$ cat src/rtl/binary_quiz_ctrl.sv
// Binary quiz game controller: random 4-bit target, debounced submit, judging and streak score.
// Optional answer time limit is built only when QUIZ_TIMEOUT_EN is defined.
module binary_quiz_ctrl #(
    parameter logic [15:0] DEBOUNCE_CYCLES = 16'd50000,
    parameter logic [23:0] FEEDBACK_CYCLES = 24'd10000000,
    parameter logic [27:0] TIMEOUT_CYCLES  = 28'd150000000,
    parameter logic [7:0]  LFSR_SEED       = 8'hA5
) (
    input  logic       clk,
    input  logic       rst_n,
    input  logic [3:0] sw,
    input  logic       btn,
    output logic [3:0] digit,
    output logic       blank,
    output logic [1:0] result,
    output logic [3:0] score,
    output logic       busy
);

    typedef enum logic [2:0] {
        S_IDLE,
        S_NEW,
        S_ASK,
        S_CORRECT,
        S_WRONG
    } state_t;

    // An all-zero seed would lock the LFSR up
    localparam logic [7:0] SEED = (LFSR_SEED == 8'h00) ? 8'hA5 : LFSR_SEED;

    state_t      state_reg, state_next;
    logic [3:0]  sw_meta_reg, sw_sync_reg;
    logic        btn_meta_reg, btn_sync_reg;
    logic        btn_level_reg, btn_prev_reg;
    logic [15:0] deb_cnt_reg;
    logic [7:0]  lfsr_reg;
    logic [3:0]  target_reg, target_next;
    logic [3:0]  score_reg, score_next;
    logic [1:0]  result_reg, result_next;
    logic [23:0] fb_cnt_reg, fb_cnt_next;
    logic        submit;

`ifdef QUIZ_TIMEOUT_EN
    logic [27:0] timer_reg, timer_next;
`else
    logic unused_timeout;
    assign unused_timeout = ^TIMEOUT_CYCLES;
`endif

    // Input synchronisers, button debouncer and free-running LFSR
    always_ff @(posedge clk or negedge rst_n) begin
        if (!rst_n) begin
            sw_meta_reg   <= 4'd0;
            sw_sync_reg   <= 4'd0;
            btn_meta_reg  <= 1'b0;
            btn_sync_reg  <= 1'b0;
            btn_level_reg <= 1'b0;
            btn_prev_reg  <= 1'b0;
            deb_cnt_reg   <= 16'd0;
            lfsr_reg      <= SEED;
        end else begin
            sw_meta_reg  <= sw;
            sw_sync_reg  <= sw_meta_reg;
            btn_meta_reg <= btn;
            btn_sync_reg <= btn_meta_reg;
            btn_prev_reg <= btn_level_reg;
            if (btn_sync_reg != btn_level_reg) begin
                if (deb_cnt_reg == DEBOUNCE_CYCLES - 16'd1) begin
                    btn_level_reg <= btn_sync_reg;
                    deb_cnt_reg   <= 16'd0;
                end else begin
                    deb_cnt_reg <= deb_cnt_reg + 16'd1;
                end
            end else begin
                deb_cnt_reg <= 16'd0;
            end
            lfsr_reg <= {lfsr_reg[6:0], lfsr_reg[7] ^ lfsr_reg[5] ^ lfsr_reg[4] ^ lfsr_reg[3]};
        end
    end

    // Pulse lands in the cycle after the accepted level rises
    assign submit = btn_level_reg & ~btn_prev_reg;

    always_ff @(posedge clk or negedge rst_n) begin
        if (!rst_n) begin
            state_reg  <= S_IDLE;
            target_reg <= 4'd0;
            score_reg  <= 4'd0;
            result_reg <= 2'b00;
            fb_cnt_reg <= 24'd0;
`ifdef QUIZ_TIMEOUT_EN
            timer_reg  <= 28'd0;
`endif
        end else begin
            state_reg  <= state_next;
            target_reg <= target_next;
            score_reg  <= score_next;
            result_reg <= result_next;
            fb_cnt_reg <= fb_cnt_next;
`ifdef QUIZ_TIMEOUT_EN
            timer_reg  <= timer_next;
`endif
        end
    end

    always_comb begin
        state_next  = state_reg;
        target_next = target_reg;
        score_next  = score_reg;
        result_next = result_reg;
        fb_cnt_next = fb_cnt_reg;
`ifdef QUIZ_TIMEOUT_EN
        timer_next  = timer_reg;
`endif
        case (state_reg)
            S_IDLE: begin
                if (submit) state_next = S_NEW;
            end
            S_NEW: begin
                // target_reg still holds the previous round's target here
                if (lfsr_reg[3:0] == target_reg) target_next = lfsr_reg[3:0] + 4'd1;
                else                             target_next = lfsr_reg[3:0];
                result_next = 2'b00;
                fb_cnt_next = 24'd0;
`ifdef QUIZ_TIMEOUT_EN
                timer_next  = 28'd0;
`endif
                state_next  = S_ASK;
            end
            S_ASK: begin
                if (submit) begin
                    if (sw_sync_reg == target_reg) begin
                        state_next  = S_CORRECT;
                        result_next = 2'b01;
                        score_next  = (score_reg == 4'd15) ? 4'd15 : score_reg + 4'd1;
                    end else begin
                        state_next  = S_WRONG;
                        result_next = 2'b10;
                        score_next  = 4'd0;
                    end
`ifdef QUIZ_TIMEOUT_EN
                end else if (timer_reg == TIMEOUT_CYCLES - 28'd1) begin
                    state_next  = S_WRONG;
                    result_next = 2'b11;
                    score_next  = 4'd0;
                end else begin
                    timer_next = timer_reg + 28'd1;
`endif
                end
            end
            S_CORRECT, S_WRONG: begin
                if (fb_cnt_reg == FEEDBACK_CYCLES - 24'd1) begin
                    state_next  = S_NEW;
                    result_next = 2'b00;
                    fb_cnt_next = 24'd0;
                end else begin
                    fb_cnt_next = fb_cnt_reg + 24'd1;
                end
            end
            default: state_next = S_IDLE;
        endcase
    end

    assign digit  = (state_reg == S_IDLE) ? 4'd0 : target_reg;
    assign blank  = (state_reg == S_IDLE);
    assign busy   = (state_reg == S_CORRECT) || (state_reg == S_WRONG);
    assign result = result_reg;
    assign score  = score_reg;

endmodule

$ cat config.mk
export PLATFORM = sky130hd
export DESIGN_NAME = binary_quiz_ctrl
export DESIGN_NICKNAME = d
export VERILOG_FILES = /design/src/rtl/binary_quiz_ctrl.sv
export SDC_FILE = /design/constraint.sdc
export NUM_CORES = 1
export LEC_CHECK = 0
export CAP_MARGIN = 20
export CORE_MARGIN = 1
export CORE_UTILIZATION = 35
export DETAILED_ROUTE_END_ITERATION = 16
export GPL_TIMING_DRIVEN = 0
export HOLD_SLACK_MARGIN = 0.06
export PLACE_DENSITY = 0.54
export SKIP_LAST_GASP = 1
export SLEW_MARGIN = 10
export SYNTH_ARGS = -nofsm -noshare
export SYNTH_HDL_FRONTEND = slang
export SYNTH_SLANG_ARGS = --single-unit
$ cat constraint.sdc
create_clock -name clk -period 2.1 [get_ports clk]
set_input_delay 0.525 -clock clk [delete_from_list [all_inputs] [get_ports clk]]
set_output_delay 0.525 -clock clk [all_outputs]
set_load 0.02 [all_outputs]
==> flow_summary.toml <==
[clock_tree]
cts_root_buffer_type = "clkbuf_8"
cts_inserted_buffers = 9
h_tree_lvl_count = 3
cts.hold.buffers_added = 0
worst_skew_pair.late_latency_ps = 360
tritoncts = "done"
clock-sinks = 73
worst_setup_hold_path_clk_slew_ps = 80
clockBufferDepth = 2

[final_layout]
final_nets = 387
syn_to_final_growth_pct = 20.1
num_antenna_cells = 0
largest_register_ff_count = 24
final_common_cell = "dfrtp_1"
layoutNonFillerInstCount = 510
most_frequent_cells_in_the_layout = "dfrtp_1 (67), nor2_1 (33), nand2_1 (29)"
drive_gt1_frac = 0.147
finalCoreUtilization = 0.443

[sta]
slew_headroom = 0.480
grt_setup_unrepaired = "true"
timing.final.crit_share = 0.975
final-setup-viol-count = 0
post_route_skew_ps = 11.6
max_freq_ghz = 0.488
finalCriticalPeriod_ps = 2050
tightestPinTransition_ps = 773
final-max-slew-violation-count = 0
final_number_of_hold_violating_endpoints = 0
finalWorstSetupSlack_ps = 52.0

[place]
io_buffer_count = 18
hpwlAfterDp_mm = 4.79
gp_congestion = 0.830
placed_cells = 489
dp_slack_ps = -216

[global_routing]
groute.usage.overall = 0.159
grt_most_used_layer = "met2"
global_route.usage.met1 = 0.199
gr-total-overflow = 0
first_global_vias = 2644
grt_max_degree = 47
gr-usage-met3 = 0.0393
global_route.usage.met2 = 0.263
grt_pass1_wl_mm = 12.5
initial_antenna_violation_count = 0

[synthesis]
synthArstFlopShare = 1.00
syn_area_per_cell_um2 = 10.2
synth_fp_nets = 352
synth.lib_cells_used.distinct = 51
synth-edff-count = 0
yosys_register_bits = 73
synthesis.yosys.warnings = 0
dominantRegCellSynth = "dfrtp_1"
combined_area_of_all_synthesized_cells_um2 = 3470
synth_seq_area_share = 0.528
syn_inst = 341

[die]
die_area_um2 = 10300
rows = 35
die_y_um = 102
floorplan.die.width_um = 102
num_io_pins = 19
core-area_um2 = 9420
initial_core_util = 0.368

[setup_path]
crit_type = "reg -> out"
start_kind = "flop"
timing.critical_path.required_ps = 1570
worst-path-max-fanout = 10
worst_ep_arrival_time_ps = 1520
reg2reg_from = "fb_cnt_reg[17]$_DFFE_PN0P_"
crit_start = "state_reg[1]$_DFFE_PN0P_"
element_type_at_the_critical_path_end = "primary output"

[route]
drt_iter0_markers = 130
post_drt_wl_per_cell_um = 14.1
detail_route.first_pass.iterations = 5
drt.antenna.violating_nets = 0
num_vias = 2681
drt_drc_violations_left = 0
via_density_per_instance = 5.26
wl_mm = 7.22

[power_and_ir_drop]
max-vdd-ir-drop_v = 0.000371
p_leak_nw = 1.79
powerDensity_nw_per_um2 = 689

[hold_path]
hold_path_class = "in -> async"

[run_status]
run_status = "completed"

[run]
drv.max_cap_violation_count = 0
[metrics by stage]
step | setup TNS (ps) | power (W) | hold WS (ps) | cell area (µm²)
after CTS | -45.1 | 0.00292 | 82.6 | 4160
after global routing | -89.8 | 0.00297 | 94.3 | 4170
after global placement | -151290 | 0.00151 | 333 | 3810
after floorplan | 0 | 0.00147 | 229 | 3470
final | 0 | 0.00287 | 85.4 | 4170
after detailed placement | -1380 | 0.00152 | 336 | 3830
[cell usage after synthesis (all sizes together), types with 3 or more instances]
cell	instances	area, µm²
and4	3	26.3
nor2b	5	31.3
buf	7	50.1
inv	7	26.3
or4	3	22.5
xor2	18	158
nor3	7	40.0
o21ai	10	50.1
dfstp	4	105
and3	9	56.3
nand4	9	56.3
dfrtp	69	1730
a21oi	23	115
ha	4	50.1
nand2b	5	31.3
nor4	5	31.3
a21o	4	30.0
nand2	30	113
a31oi	15	93.8
xnor2	11	96.3
clkbuf	4	16.3
a41oi	5	43.8
nor2	33	124
mux2i	4	40.0
a22o	3	26.3
nand3	22	115
[metal layers]
metal	vias to the layer above	share of wire
li1	1304	-
met4	0	0.014
met2	39	0.48
met5	-	0
met3	9	0.035
met1	1329	0.47
[path summary, 6_finish.rpt]
check / slack [ps] / cells past startpoint / endpoint
max in group asynchronous: 1390 / 2 / lfsr_reg[0]$_DFF_PN1_
worst max-delay path: 50 / 4 / digit[3]
worst min register to register: 350 / 0 / sw_sync_reg[3]$_DFF_PN0_
worst min-delay path: 90 / 1 / deb_cnt_reg[10]$_DFF_PN0_
min in group clk: 350 / 0 / sw_sync_reg[3]$_DFF_PN0_
worst max register to register: 120 / 7 / fb_cnt_reg[13]$_DFFE_PN0P_
[power by group]
group,internal [W],total (W),leakage [nW],switching (W)
combinational,0.0000235,0.0000627,0.695,0.0000392
sequential,0.00142,0.00143,0.977,0.00000814
clock,0.000801,0.00138,0.121,0.000578
total,0.00224,0.00287,1.79,0.000625
[cell families (layout without fill, tap and decap cells)]
group	count (synthesis)	after routing	synth area share
AO/OA/AOI/OAI	70	70	0.128
adder cells (fa/ha/maj)	4	4	0.0144
flip-flops	73	73	0.528
XOR/XNOR	29	29	0.0732
buffers and inverters	18	58	0.0267
AND/OR/NAND/NOR	141	141	0.212
multiplexers	6	6	0.0180
[cell type report]
type                    instances  area (µm²)
clock inverters                 7         124
multi-input cells             250        1600
fillers                       907        5250
clock buffers                   9         124
plain buffers                  11        75.1
flip-flops and latches         73        1830
repair buffers                 24         221
well taps                     129         161
inverters                       7        26.3
[critical path: stages (launching register included)]
cell and delay [ps]:
dfrtp_1 420, buf_4 190, nor3_4 190, nor2b_1 80, clkdlybuf4s15_1 290
[timing repair]
item                                    CTS  global route
pin swaps                                 2             1
endpoints found under the setup margin   29            43
gates resized for setup                  21            12
setup buffers                             4             1
cloned                                    0             0
(Power assumes the default switching activity.)
